`src/rtl/alu_pkg.sv`:
```
`default_nettype none
// +--------------------------------------------------------------------------+
// | alu_pkg : op codes, FSM state encoding and widths shared by alu_seq      |
// | rev 1.0                                                                  |
// +--------------------------------------------------------------------------+
package alu_pkg;

    localparam int ALU_OPW = 4;

    localparam logic [ALU_OPW-1:0] OP_ADD   = 4'd0;
    localparam logic [ALU_OPW-1:0] OP_SUB   = 4'd1;
    localparam logic [ALU_OPW-1:0] OP_AND   = 4'd2;
    localparam logic [ALU_OPW-1:0] OP_OR    = 4'd3;
    localparam logic [ALU_OPW-1:0] OP_XOR   = 4'd4;
    localparam logic [ALU_OPW-1:0] OP_SLL   = 4'd5;
    localparam logic [ALU_OPW-1:0] OP_SRL   = 4'd6;
    localparam logic [ALU_OPW-1:0] OP_SRA   = 4'd7;
    localparam logic [ALU_OPW-1:0] OP_SLT   = 4'd8;
    localparam logic [ALU_OPW-1:0] OP_SLTU  = 4'd9;
    localparam logic [ALU_OPW-1:0] OP_PASSB = 4'd10;

    localparam logic [1:0] ST_IDLE   = 2'd0;
    localparam logic [1:0] ST_SHIFT  = 2'd1;
    localparam logic [1:0] ST_RESULT = 2'd2;

    function automatic logic is_shift_op(input logic [ALU_OPW-1:0] op);
        return (op == OP_SLL) || (op == OP_SRL) || (op == OP_SRA);
    endfunction

endpackage
`default_nettype wire

```
`src/rtl/alu_seq_if.sv`:
```
`default_nettype none
// +--------------------------------------------------------------------------+
// | alu_seq_if : request/result handshake bundle between core and alu_seq    |
// | rev 1.0                                                                  |
// +--------------------------------------------------------------------------+
interface alu_seq_if
    import alu_pkg::*;
#(
    parameter int XLEN = 32
) ();

    logic               in_valid;
    logic               in_ready;
    logic [ALU_OPW-1:0] op;
    logic [XLEN-1:0]    a;
    logic [XLEN-1:0]    b;
    logic               out_valid;
    logic               out_ready;
    logic [XLEN-1:0]    y;
    logic               zero;
    logic               lt;
    logic               ltu;
    logic               illegal;

    modport master (
        output in_valid, op, a, b, out_ready,
        input  in_ready, out_valid, y, zero, lt, ltu, illegal
    );

    modport slave (
        input  in_valid, op, a, b, out_ready,
        output in_ready, out_valid, y, zero, lt, ltu, illegal
    );

endinterface
`default_nettype wire

```
`src/rtl/alu_shift_step.sv`:
```
`default_nettype none
// +--------------------------------------------------------------------------+
// | alu_shift_step : combinational shift by 0..SHIFT_STEP, left or right     |
// | rev 1.0                                                                  |
// +--------------------------------------------------------------------------+
module alu_shift_step #(
    parameter int XLEN       = 32,
    parameter int SHIFT_STEP = 1,
    localparam int AMTW      = $clog2(SHIFT_STEP + 1)
) (
    input  logic [XLEN-1:0] data_i,
    input  logic [AMTW-1:0] amt_i,
    input  logic            right_i,
    input  logic            fill_i,
    output logic [XLEN-1:0] data_o
);

    logic [XLEN-1:0] w_fill_mask;

    // Vacated upper bits of a right shift take the fill value.
    assign w_fill_mask = ~({XLEN{1'b1}} >> amt_i) & {XLEN{fill_i}};
    assign data_o      = right_i ? ((data_i >> amt_i) | w_fill_mask) : (data_i << amt_i);

endmodule
`default_nettype wire

```
`src/rtl/alu_seq.sv`:
```
`default_nettype none
// +--------------------------------------------------------------------------+
// | alu_seq : handshaked RV32I ALU, single-cycle ops plus iterative shifts   |
// | rev 1.0                                                                  |
// +--------------------------------------------------------------------------+
module alu_seq
    import alu_pkg::*;
#(
    parameter int XLEN       = 32,
    parameter int SHIFT_STEP = 1
) (
    input  logic     clk,
    input  logic     rst,
    alu_seq_if.slave bus
);

    localparam int SHW  = $clog2(XLEN);
    localparam int AMTW = $clog2(SHIFT_STEP + 1);

    logic [1:0]      state_q;
    logic [XLEN-1:0] y_q;
    logic            zero_q;
    logic            lt_q;
    logic            ltu_q;
    logic            illegal_q;
    logic [SHW-1:0]  rem_q;
    logic            right_q;
    logic            fill_q;

    logic [XLEN:0]   w_diff;
    logic            w_zero;
    logic            w_lt;
    logic            w_ltu;
    logic [SHW-1:0]  w_shamt;
    logic            w_illegal;
    logic            w_multi_cycle;
    logic [XLEN-1:0] w_res;
    logic            w_done;
    logic [AMTW-1:0] w_amt;
    logic [XLEN-1:0] w_shifted;

    // One subtractor feeds SUB, SLT/SLTU and all three flags.
    assign w_diff = {1'b0, bus.a} - {1'b0, bus.b};
    assign w_ltu  = w_diff[XLEN];
    assign w_zero = (w_diff[XLEN-1:0] == '0);
    assign w_lt   = (bus.a[XLEN-1] != bus.b[XLEN-1]) ? bus.a[XLEN-1] : w_ltu;

    assign w_shamt       = bus.b[SHW-1:0];
    assign w_illegal     = (bus.op > OP_PASSB);
    assign w_multi_cycle = is_shift_op(bus.op) && (w_shamt != '0);

    always_comb begin
        w_res = '0;
        case (bus.op)
            OP_ADD:   w_res = bus.a + bus.b;
            OP_SUB:   w_res = w_diff[XLEN-1:0];
            OP_AND:   w_res = bus.a & bus.b;
            OP_OR:    w_res = bus.a | bus.b;
            OP_XOR:   w_res = bus.a ^ bus.b;
            OP_SLL,
            OP_SRL,
            OP_SRA:   w_res = bus.a;
            OP_SLT:   w_res = {{(XLEN-1){1'b0}}, w_lt};
            OP_SLTU:  w_res = {{(XLEN-1){1'b0}}, w_ltu};
            OP_PASSB: w_res = bus.b;
            default:  w_res = '0;
        endcase
    end

    // Final iteration takes whatever remains, which may be less than a full step.
    assign w_done = ({1'b0, rem_q} <= (SHW+1)'(SHIFT_STEP));
    assign w_amt  = w_done ? AMTW'(rem_q) : AMTW'(SHIFT_STEP);

    alu_shift_step #(
        .XLEN       (XLEN),
        .SHIFT_STEP (SHIFT_STEP)
    ) u_shift_step (
        .data_i  (y_q),
        .amt_i   (w_amt),
        .right_i (right_q),
        .fill_i  (fill_q),
        .data_o  (w_shifted)
    );

    always_ff @(posedge clk) begin
        if (rst) begin
            state_q   <= ST_IDLE;
            y_q       <= '0;
            zero_q    <= 1'b0;
            lt_q      <= 1'b0;
            ltu_q     <= 1'b0;
            illegal_q <= 1'b0;
            rem_q     <= '0;
            right_q   <= 1'b0;
            fill_q    <= 1'b0;
        end else begin
            case (state_q)
                ST_IDLE: begin
                    if (bus.in_valid) begin
                        zero_q    <= w_zero;
                        lt_q      <= w_lt;
                        ltu_q     <= w_ltu;
                        illegal_q <= w_illegal;
                        right_q   <= (bus.op != OP_SLL);
                        fill_q    <= (bus.op == OP_SRA) && bus.a[XLEN-1];
                        rem_q     <= w_shamt;
                        y_q       <= w_res;
                        state_q   <= w_multi_cycle ? ST_SHIFT : ST_RESULT;
                    end
                end
                ST_SHIFT: begin
                    // y_q doubles as the working register while shifting.
                    y_q <= w_shifted;
                    if (w_done) begin
                        rem_q   <= '0;
                        state_q <= ST_RESULT;
                    end else begin
                        rem_q <= rem_q - SHW'(SHIFT_STEP);
                    end
                end
                ST_RESULT: begin
                    if (bus.out_ready) begin
                        state_q <= ST_IDLE;
                    end
                end
                default: state_q <= ST_IDLE;
            endcase
        end
    end

    assign bus.in_ready  = (state_q == ST_IDLE);
    assign bus.out_valid = (state_q == ST_RESULT);
    assign bus.y         = y_q;
    assign bus.zero      = zero_q;
    assign bus.lt        = lt_q;
    assign bus.ltu       = ltu_q;
    assign bus.illegal   = illegal_q;

endmodule
`default_nettype wire

```
`src/flat_wrapper.sv`:
```
// flat-port wrapper written by rule: the top's interface ports become plain ports
module alu_seq_flat import alu_pkg::*;
#(
    parameter int XLEN       = 32,
    parameter int SHIFT_STEP = 1
)
  (clk, rst, bus_in_valid, bus_op, bus_a, bus_b, bus_out_ready, bus_in_ready, bus_out_valid, bus_y, bus_zero, bus_lt, bus_ltu, bus_illegal);
  alu_seq_if #(.XLEN(XLEN)) bus_i ();
  input  logic clk;
  input  logic rst;
  input wire logic [$bits(bus_i.in_valid)-1:0] bus_in_valid;
  input wire logic [$bits(bus_i.op)-1:0] bus_op;
  input wire logic [$bits(bus_i.a)-1:0] bus_a;
  input wire logic [$bits(bus_i.b)-1:0] bus_b;
  input wire logic [$bits(bus_i.out_ready)-1:0] bus_out_ready;
  output wire logic [$bits(bus_i.in_ready)-1:0] bus_in_ready;
  output wire logic [$bits(bus_i.out_valid)-1:0] bus_out_valid;
  output wire logic [$bits(bus_i.y)-1:0] bus_y;
  output wire logic [$bits(bus_i.zero)-1:0] bus_zero;
  output wire logic [$bits(bus_i.lt)-1:0] bus_lt;
  output wire logic [$bits(bus_i.ltu)-1:0] bus_ltu;
  output wire logic [$bits(bus_i.illegal)-1:0] bus_illegal;
  assign bus_i.in_valid = bus_in_valid;
  assign bus_i.op = bus_op;
  assign bus_i.a = bus_a;
  assign bus_i.b = bus_b;
  assign bus_i.out_ready = bus_out_ready;
  assign bus_in_ready = bus_i.in_ready;
  assign bus_out_valid = bus_i.out_valid;
  assign bus_y = bus_i.y;
  assign bus_zero = bus_i.zero;
  assign bus_lt = bus_i.lt;
  assign bus_ltu = bus_i.ltu;
  assign bus_illegal = bus_i.illegal;
  alu_seq #(.XLEN(XLEN), .SHIFT_STEP(SHIFT_STEP)) u_core (.clk(clk), .rst(rst), .bus(bus_i));
endmodule
```
`config.mk`:
```
export PLATFORM = sky130hd
export DESIGN_NAME = alu_seq_flat
export DESIGN_NICKNAME = d
export VERILOG_FILES = /design/src/rtl/alu_pkg.sv /design/src/rtl/alu_seq_if.sv /design/src/rtl/alu_shift_step.sv /design/src/rtl/alu_seq.sv /design/src/flat_wrapper.sv
export SDC_FILE = /design/constraint.sdc
export NUM_CORES = 1
export LEC_CHECK = 0
export CAP_MARGIN = 20
export CORE_UTILIZATION = 37
export DETAILED_ROUTE_END_ITERATION = 16
export SETUP_SLACK_MARGIN = 0.05
export SLEW_MARGIN = 20
export SYNTH_ARGS = -nofsm -noshare
export SYNTH_HDL_FRONTEND = slang
export SYNTH_SLANG_ARGS = --single-unit
```
`constraint.sdc`:
```
create_clock -name clk -period 4.35 [get_ports clk]
set_clock_uncertainty 0.1 [all_clocks]
set_input_delay 0.435 -clock clk [delete_from_list [all_inputs] [get_ports clk]]
set_output_delay 0.435 -clock clk [all_outputs]
set_load 0.01 [all_outputs]
```
==> results of run 1 <==
[critical path, cell delays in order]
cell and delay (ps):
clkdlybuf4s50_1 510, inv_1 70, ha_1 550, inv_1 160, nor4_1 380, o2111ai_1 170
a21oi_1 240, a211o_1 210, inv_1 50, o21ai_0 240, xnor2_1 90, a2111oi_0 720
buf_4 240, a2111oi_0 90
[cell usage after synthesis (7+ instances only)]
cell	number	area [sq um]
a21oi_1	128	640.6
nor2_1	126	473.0
inv_1	103	386.6
ha_1	98	1226
o21ai_0	85	425.4
nand2_1	84	315.3
clkbuf_1	68	255.2
dfxtp_1	45	900.9
nor3_1	42	210.2
mux2i_1	38	380.4
xnor2_1	22	192.7
a221oi_1	21	183.9
a22oi_1	21	157.7
a31oi_1	20	125.1
nand3_1	17	85.08
nor4_1	16	100.1
a21o_1	15	112.6
o211ai_1	15	112.6
o21bai_1	15	112.6
a211oi_1	14	105.1
o221ai_1	14	122.6
o31ai_1	14	105.1
nand2b_1	13	81.33
a221o_1	12	120.1
and2_1	10	62.56
a2111oi_0	9	78.83
nand4_1	8	50.05
nor2b_1	8	50.05
o2111ai_1	8	70.07
or2_2	7	43.79
[worst paths after layout]
path / startpoint / to / slack, ps / cells after the start
max: bus_b[18] / u_core.bus.y[25] / 240 / 14
min: rst / u_core.bus.y[17] / 270 / 2
max reg2reg: u_core.rem_q[1] / u_core.bus.y[17] / 1310 / 10
min reg2reg: u_core.bus.illegal / u_core.bus.illegal / 400 / 2
[sequential cells by signal, indices dropped and copies added, names as in the netlist, named ones only]
register and flops:
u_core.bus.illegal 1, u_core.state_q 2, u_core.rem_q 5, u_core.fill_q 1, u_core.right_q 1, u_core.bus.y 31, u_core.bus.ltu 1, u_core.bus.zero 1
u_core.bus.lt 1
[area by class of cell]
cell class	instances	share of cell area
Timing Repair Buffer	185	0.1626
Clock buffer	5	0.01228
Tap cell	280	0.03438
Inverter	103	0.03794
Multi-Input combinational cell	979	0.6580
Clock inverter	3	0.006384
Sequential cell	45	0.08852
[per-stage QoR]
stage | hold WS, ps | power [mW] | setup slack (ps)
2_1_floorplan | 361.1 | 1.266 | 1026
3_3_place_gp | 380.0 | 1.749 | 83.33
3_5_place_dp | 392.7 | 1.754 | 38.94
4_1_cts | 267.7 | 2.263 | 333.5
5_1_grt | 292.1 | 2.410 | 66.97
6_report | 270.2 | 2.283 | 238.9
[where the power goes]
group          internal (mW)  switching [mW]  total (mW)
Combinational          0.533           0.745        1.28
Sequential             0.450          0.0462       0.497
Clock                  0.329           0.179       0.508
[per-layer routing]
| layer | wire length (microns) | part of all wire | global-route usage | up-vias |
|---|---|---|---|---|
| met5 | 0 | 0 | 0 | - |
| met4 | 747 | 0.023 | 0.07429 | 0 |
| met3 | 2157 | 0.065 | 0.01911 | 49 |
| met2 | 14620 | 0.44 | 0.4433 | 415 |
| met1 | 15480 | 0.47 | 0.4008 | 4655 |
| li1 | - | - | - | 4658 |
[logic make-up after synthesis]
| kind of cell | count (synthesis) | share of synthesized area |
|---|---|---|
| AND/OR/NAND/NOR | 355 | 0.2006 |
| flip-flops | 45 | 0.1084 |
| AO/OA/AOI/OAI | 452 | 0.3688 |
| buffers and inverters | 185 | 0.08629 |
| adder cells (fa/ha/maj) | 100 | 0.1524 |
| multiplexers | 44 | 0.05391 |
| XOR/XNOR | 28 | 0.02952 |
[cell usage in the layout (no fill, tap or decap), types with 7 or more instances in the layout]
| cell | Yosys | routed |
|---|---|---|
| nor3_1 | 42 | 41 |
| a2111oi_0 | 9 | 9 |
| clkdlybuf4s50_1 | 0 | 108 |
| a31oi_1 | 20 | 20 |
| nand3_1 | 17 | 17 |
| nor2b_1 | 8 | 8 |
| and2_1 | 10 | 10 |
| nand2b_1 | 13 | 13 |
| a221o_1 | 12 | 12 |
| a21oi_1 | 128 | 127 |
| o21ai_0 | 85 | 84 |
| xnor2_1 | 22 | 22 |
| nor4_1 | 16 | 15 |
| o211ai_1 | 15 | 15 |
| o2111ai_1 | 8 | 8 |
| o221ai_1 | 14 | 14 |
| nor2_1 | 126 | 126 |
| a22oi_1 | 21 | 21 |
| o21bai_1 | 15 | 15 |
| mux2i_1 | 38 | 38 |
| a211oi_1 | 14 | 14 |
| inv_1 | 103 | 103 |
| dfxtp_1 | 45 | 44 |
| a221oi_1 | 21 | 21 |
| a21o_1 | 15 | 15 |
| o31ai_1 | 14 | 14 |
| or2_2 | 7 | 7 |
| ha_1 | 98 | 98 |
| nand2_1 | 84 | 84 |
| buf_4 | 2 | 76 |
| nand4_1 | 8 | 8 |
==> impl_results.md, run 1 <==
- Unrepaired setup endpoints after global routing: false
- Number of global-route vias before repair: 8849
- Area occupied by multi-input gates: 6705 sq um
- # rows: 54
- Syn_area_per_cell: 6.872 sq um
- CP Capture Type: flip-flop
- Asr flop ratio synth: 0
- Pre-antenna DRT Iters: 7
- Clk pin slew, worst setup/hold paths: 70 ps
- CTS root buf: clkbuf_16
- Leak Pwr: 4.285 nW
- Post-CTS Setup Inserts: 0
- Core region area: 21890 sq um
- Worst vdd ir: 0.0001521 V
- Clock sinks: 45
- Worst-Margin Slew: 992.0 ps
- TritonCTS Buffers: 5
- CP startpoint kind: primary input
- Fmax: 243.2 MHz
- Register area: 902.1 sq um
- Die W: 151.8 microns
- TNS Setup: 0 ps
- Area delta synth->final: 22.67%
- Synth Register Bits: 45
- Vias per cell: 6.111
- Fin crit share: 0.9451
- Layout Nets: 1491
- Synth cell types: 81
- Clk_lat worst skew: 300 ps
- Placed insts: 1592
- Non-Filler Instances: 1600
- Largest net degree at the start of global routing: 46
- Initial Util: 0.3795
- Antenna diode count: 0
- Ys Warns: 0
- Fin area: 10190 sq um
- Gr ovfl total: 0
- Die area: 23060 sq um
- Via count: 9777
- Crit Path Class: primary input to flip-flop
- Placement Cell Area: 10000 sq um
- Post-Synthesis Net Count: 1381
- Synth Flop Type: dfxtp_1
- Util after Layout: 0.4655
- DRC violations left: 0
- Crit Path Max Fanout: 12
- Post-cts resize count: 0
- Placer Congestion: 0.9398
- Crit path time final: 4111 ps
- # port buffers: 109
- Max clock buf depth: 2
- Pins Over Slew Limit: 0
- Total routed wirelength: 33010 microns
- Slew HR: 0.3371
- Critical Path AT: 4170 ps
- Avg WL per Cell: 20.63 microns
- Pwr per Cell Area: 224.0 nW/um^2
- CTS tree: yes
- First-pass GRT wire length: 51620 microns
- GR Util All Layers: 0.2779
- Crit path required time: 4400 ps
- Hold_buf cts: 0
- # fillers: 2282
- Hpwl dp: 26300 microns
- Initial antenna violation count: 0
- Final ANT Viol Nets: 0
- Max-cap check violation count: 0
- Htree depth: 2
- DR iter-0 viols: 931
- Share of cells above drive strength 1: 0.08788
- Mapped Area: 8308 sq um
- Final setup violating endpoints: 0
- EDFF count, synth: 0
- Status: complete, no violations
- Sequential fraction of the synthesis area: 0.1084
- Mapped Cells: 1209
- Die Span Y: 151.8 microns
- Final Hold Fails: 0
- Ports: 110
- Hold Crit Class: primary input to flip-flop
Note: power is estimated with default switching activity, not from simulation.
==> run 2: changes to the inputs <==
==> constraint.sdc (replaced) <==
create_clock -name clk -period 4.05 [get_ports clk]
set_clock_uncertainty 0.1 [all_clocks]
set_input_delay 0.405 -clock clk [delete_from_list [all_inputs] [get_ports clk]]
set_output_delay 0.405 -clock clk [all_outputs]
set_load 0.01 [all_outputs]
==> run 2 against run 1 <==
First-iteration DRC count fell by 1.5%. Clock power fell by 19%. Core utilization rose by 1.5 points. Cell area rose by 3.2%. Hold slack improved by 120 ps. Register-to-register slack got worse by 80 ps. Critical path depth fell by 1. Critical path type unchanged. Count of clock-buffer cells in the layout did not move.
==> impl_results.md, run 2 (synthesis gave the netlist of run 1 again) <==
- Crit Path Max Fanout: 12
- Combinational fraction of design power: 0.604
- Max clock buf depth: 2
- Total routed wirelength: 33780 microns
- GR Util All Layers: 0.2811
- Hpwl dp: 26850 microns
- Most frequent cells in the layout: a21oi_1, nor2_1, buf_4
- # rows: 54
- Unrepaired setup endpoints after global routing: true
- Hold path depth: 1
- Most common cell after layout, fill and taps aside: a21oi_1
- DR iter-0 viols: 917
- Worst-Margin Slew: 959.0 ps
- Final ANT Viol Nets: 0
- Routed wire length on met3: 2019 microns
- Clk pin slew, worst setup/hold paths: 70 ps
- R2r startpoint: u_core.state_q[0]
- Final setup violating endpoints: 0
- CP startpoint kind: primary input
- Number of global-route vias before repair: 9043
- Critical Path AT: 3990 ps
- Post-CTS Setup Inserts: 0
- Layout Nets: 1534
- Placer Congestion: 0.9479
- DRC violations left: 0
- Die W: 151.8 microns
- CTS tree: yes
- Htree depth: 2
- Pins Over Slew Limit: 0
- Met2 WL: 15240 microns
- Met1 Wirelength: 16020 microns
- Via count: 9946
- Die area: 23060 sq um
- Die Span Y: 151.8 microns
- NetSw: 1.053 mW
- # port buffers: 109
- Worst vdd ir: 0.0001917 V
- CP Capture Type: flip-flop
- Leak Pwr: 4.484 nW
- First-pass GRT wire length: 52270 microns
- Uppermost layer routed: met4
- Worst Reg-to-Reg Cells: 10
- Area delta synth->final: 26.63%
- Ports: 110
- Clk_lat worst skew: 290 ps
- WHS Endpoint: u_core.state_q[0]
- Crit path time final: 3842 ps
- Clock power share: 0.173
- Pwr per Cell Area: 226.2 nW/um^2
- Fmax: 260.3 MHz
- Clock sinks: 45
- Largest net degree at the start of global routing: 47
- Placed insts: 1635
- Max-cap check violation count: 0
- Non-Filler Instances: 1644
- Max reg flops: 31
- Worst hold start: u_core.state_q[1]
- Pre-antenna DRT Iters: 6
- P_int: 1.326 mW
- CTS root buf: clkbuf_16
- Slowest stage delay, CP: 550 ps
- Share of cells above drive strength 1: 0.1196
- Initial Util: 0.3795
- Crit-path cells: clkdlybuf4s50_1 -> inv_1 -> ha_1 -> inv_1 -> a21oi_1 -> nand2_1 -> mux2_2 -> or4_1 -> nor4_1 -> nand4_1 -> nor4_2 -> nand4_1 -> nand2_1
- Crit path required time: 4190 ps
- Critical path's slowest cell: ha_1
- Hold WS: 393.5 ps
- Core region area: 21890 sq um
- Slew HR: 0.3591
- Vias per cell: 6.050
- Initial antenna violation count: 0
- Hold Crit Class: flip-flop to flip-flop
- Fin crit share: 0.9487
- Sw frac: 0.4427
- Final Hold Fails: 0
- Avg WL per Cell: 20.55 microns
- R2R Setup Slk: 1230 ps
- Gr ovfl total: 0
- Status: complete, no violations
- Crit Path Class: primary input to flip-flop
- R2R Path End: u_core.bus.zero
- Part of the power in registers: 0.223
- TritonCTS Buffers: 5
[run 2: changes by cell type in the layout (fill, tap and decap cells not counted), moves of 2 or more]
cell       change
buf_12         +2
buf_4         +41
bufinv_16      -2
nor4_1         -2
nor4_2         +2
o21ai_0        -2
o21ai_1        +2
[run 2: worst max path at each step]
| stage | depth (start not counted) | slack (ps) | to | start |
|---|---|---|---|---|
| after floorplan | 13 | 760 | u_core.bus.y[0] | bus_a[0] |
| after global routing | 14 | 40 | u_core.bus.zero | bus_a[0] |
| after CTS | 14 | 90 | u_core.bus.y[20] | bus_a[0] |
| after global placement | 15 | -310 | u_core.bus.zero | bus_a[0] |
| final | 13 | 210 | u_core.bus.zero | bus_a[19] |
| after detailed placement | 15 | -290 | u_core.bus.zero | bus_a[0] |
[run 2: final cells by class]
type | instances | area (sq um)
timing repair buffer | 228 | 2004
fill | 2240 | 11370
clock buffer | 5 | 125.1
clock inverter | 3 | 17.52
inverter | 103 | 386.6
sequential | 45 | 902.1
multi-input combinational | 979 | 6731
antenna | 1 | 2.502
tap | 280 | 350.3
[run 2: repair_timing]
| action | 4_1_cts | 5_1_grt |
|---|---|---|
| hold buffers | 0 | 0 |
| pin swaps | 0 | 0 |
| endpoints found under the setup margin | 1 | 4 |
| gates resized for setup | 1 | 7 |
[run 2: layer usage]
metal	vias up	track usage
met1	4729	0.4095
met3	31	0.01312
met5	-	0
li1	4758	-
met2	428	0.4569
met4	0	0.05571
[run 2: through the flow]
| stage | setup TNS [ps] | utilization | cell area, sq um | worst slack (ps) | total power, mW |
|---|---|---|---|---|---|
| 2_1_floorplan | 0 | - | 8308 | 756.4 | 1.360 |
| 3_3_place_gp | -469.4 | 0.4727 | 10350 | -305.8 | 1.934 |
| 3_5_place_dp | -473.1 | 0.4727 | 10350 | -288.1 | 1.938 |
| 4_1_cts | 0 | 0.4796 | 10500 | 89.01 | 2.351 |
| 5_1_grt | 0 | 0.4805 | 10520 | 44.55 | 2.519 |
| 6_report | 0 | 0.4806 | 10520 | 207.8 | 2.379 |
[run 2: worst max-delay path, delay by kind of cell]
family	cells	cell delay (ps)
simple gates	7	1610
fa+ha+maj	1	550
buf+inv	3	800
compound gates	1	300
mux	1	310
[run 2: power groups by stage]
| stage | Sequential, mW | Combinational [mW] | Clock [mW] |
|---|---|---|---|
| after floorplan | 0.541 | 0.819 | 0 |
| after global placement | 0.541 | 1.39 | 0 |
| after detailed placement | 0.541 | 1.40 | 0 |
| after CTS | 0.531 | 1.41 | 0.412 |
| after global routing | 0.538 | 1.55 | 0.431 |
| final | 0.531 | 1.44 | 0.411 |
==> run 3: changes to the inputs <==
--- a/config.mk
+++ b/config.mk
@@ -5,7 +5,9 @@
 export SDC_FILE = /design/constraint.sdc
 export NUM_CORES = 1
 export LEC_CHECK = 0
+export ABC_CLOCK_PERIOD_IN_PS = 4050
 export CAP_MARGIN = 20
+export CORE_MARGIN = 2
 export CORE_UTILIZATION = 37
 export DETAILED_ROUTE_END_ITERATION = 16
 export SETUP_SLACK_MARGIN = 0.05
==> run 3 against run 2 <==
Count of clock-buffer cells in the layout unchanged. Register-to-register slack worse by 70 ps. Critical path depth up 1. Largest power group unchanged. Highest routed layer is now met5. Via count down 0.64%. Final cell count up 0.67%. Largest cell class unchanged.
==> impl_results.md, run 3 (synthesis gave the netlist of run 1 again) <==
- Critical Path AT: 3920 ps
- Dpl ws: -215.4 ps
- Vias per cell: 5.971
- Avg WL per Cell: 20.72 microns
- Pins Over Slew Limit: 0
- Hpwl dp: 27630 microns
- Initial antenna violation count: 3
- Initial Util: 0.3783
- GR Util All Layers: 0.2821
- Max-cap check violation count: 0
- Die Span Y: 153.8 microns
- Sw frac: 0.4209
- Fin crit share: 0.9521
- Share of cells above drive strength 1: 0.1310
- Crit Path Class: primary input to flip-flop
- # rows: 54
- Crit Path Max Fanout: 4
- Most common cell after layout, fill and taps aside: buf_4
- CTS root buf: clkbuf_16
- Combinational fraction of design power: 0.576
- Final setup violating endpoints: 0
- Layout Nets: 1545
- Hold_buf cts: 0
- Die area: 23670 sq um
- CP startpoint kind: primary input
- Post-CTS Setup Inserts: 0
- First-pass GRT wire length: 53240 microns
- Crit path time final: 3856 ps
- # port buffers: 109
- P_int: 1.463 mW
- Via count: 9882
- Total routed wirelength: 34290 microns
- Buf/Inv on CP: 3
- Pwr per Cell Area: 236.9 nW/um^2
- Design Power: 2.526 mW
- Worst vdd ir: 0.0002101 V
- DRC violations left: 0
- Max reg flops: 31
- Largest net degree at the start of global routing: 47
- Ports: 110
- Slowest stage delay, CP: 490 ps
- Hold Crit Class: flip-flop to flip-flop
- Max clock buf depth: 2
- CP Capture Type: flip-flop
- Critical path's slowest cell: clkdlybuf4s50_1
- Gr ovfl total: 0
- Htree depth: 2
- Core region area: 21960 sq um
- NetSw: 1.063 mW
- Number of global-route vias before repair: 9241
- Placer Congestion: 0.9647
- Clk pin slew, worst setup/hold paths: 70 ps
- Slew HR: 0.3869
- Clk_lat worst skew: 290 ps
- Pre-antenna DRT Iters: 8
- Unrepaired setup endpoints after global routing: true
- Clock sinks: 45
- Worst path top cell family by delay: compound AO/OA/AOI/OAI gates
- Final WS setup: 194.0 ps
- Fmax: 259.3 MHz
- Final Hold Fails: 0
- DR iter-0 viols: 839
- TritonCTS Buffers: 5
- Die W: 153.8 microns
- Clock power share: 0.212
- Crit-path cells: clkdlybuf4s50_1 -> ha_1 -> fa_1 -> a211oi_1 -> buf_4 -> o211a_1 -> o21ai_0 -> o21ai_0 -> buf_4 -> a31o_2 -> o41ai_1 -> a221o_1 -> a21oi_1 -> nor2_1
- Crit path required time: 4110 ps
- Part of the power in registers: 0.212
- Worst-Margin Slew: 917.5 ps
- Area delta synth->final: 28.33%
- Final ANT Viol Nets: 0
- Leak Pwr: 4.555 nW
- Most frequent cells in the layout: buf_4, nor2_1, a21oi_1
- Status: complete, no violations
- CTS tree: yes
- # fillers: 2256
run 3: changes by cell type in the layout (fill, tap and decap cells not counted), moves of 2 or more:
cell	previous run	this run
buf_4	117	130
a21oi_1	127	124
a21oi_2	1	4
a211oi_1	13	11
buf_12	2	0
bufinv_16	0	2
run 3: power by group through the flow:
stage          clock (mW)  sequential (mW)  combinational [mW]
2_1_floorplan           0            0.541               0.819
3_3_place_gp            0            0.544                1.41
3_5_place_dp            0            0.545                1.41
4_1_cts             0.537            0.535                1.42
5_1_grt             0.557            0.541                1.58
6_report            0.536            0.535                1.45
run 3: final timing paths:
| kind | cells after the start | slack (ps) | endpoint | start |
|---|---|---|---|---|
| hold / removal | 2 | 390 | u_core.bus.illegal | u_core.bus.illegal |
| setup reg to reg | 10 | 1160 | u_core.bus.zero | u_core.state_q[0] |
| setup / recovery | 14 | 190 | u_core.bus.y[30] | bus_b[0] |
| hold reg to reg | 2 | 390 | u_core.bus.illegal | u_core.bus.illegal |
run 3: metal layers:
layer | global-route usage | wire [microns] | share of wire
met1 | 0.3973 | 15770 | 0.46
met2 | 0.4498 | 15060 | 0.44
met3 | 0.04228 | 2570 | 0.075
met4 | 0.07432 | 867 | 0.025
met5 | 0 | 26 | 0.00076
run 3: area by class of cell:
cell class                 instances  area (sq um)  share of cell area
tap                              280         350.3             0.03286
clock inverter                     3         65.06            0.006103
inverter                         103         386.6             0.03626
clock buffer                       5         125.1             0.01174
timing repair buffer             239          2067              0.1939
sequential                        45         902.1             0.08461
multi-input combinational        979          6763              0.6343
antenna                            1         2.502           0.0002347
run 3: worst register-to-register path: cells and delay by family (launching register included):
kind,cells,cell delay (ps)
simple gates,9,1950
flops,1,420
compound gates,1,380
run 3: timing repair:
item,4_1_cts,5_1_grt
endpoints found under the setup margin,1,7
gates resized for setup,1,12
hold endpoints to repair,0,0
run 3: stage by stage:
step                      utilization  area, sq um  hold WS [ps]  TNS (ps)  instances
after floorplan                     -         8308         361.1         0       1209
after global placement         0.4741        10410         379.8    -510.0       1646
after detailed placement       0.4741        10410         389.8    -621.3       1646
after CTS                      0.4831        10610         400.0         0       1654
after global routing           0.4854        10660         433.8         0       1654
final                          0.4855        10660         393.3         0       1655
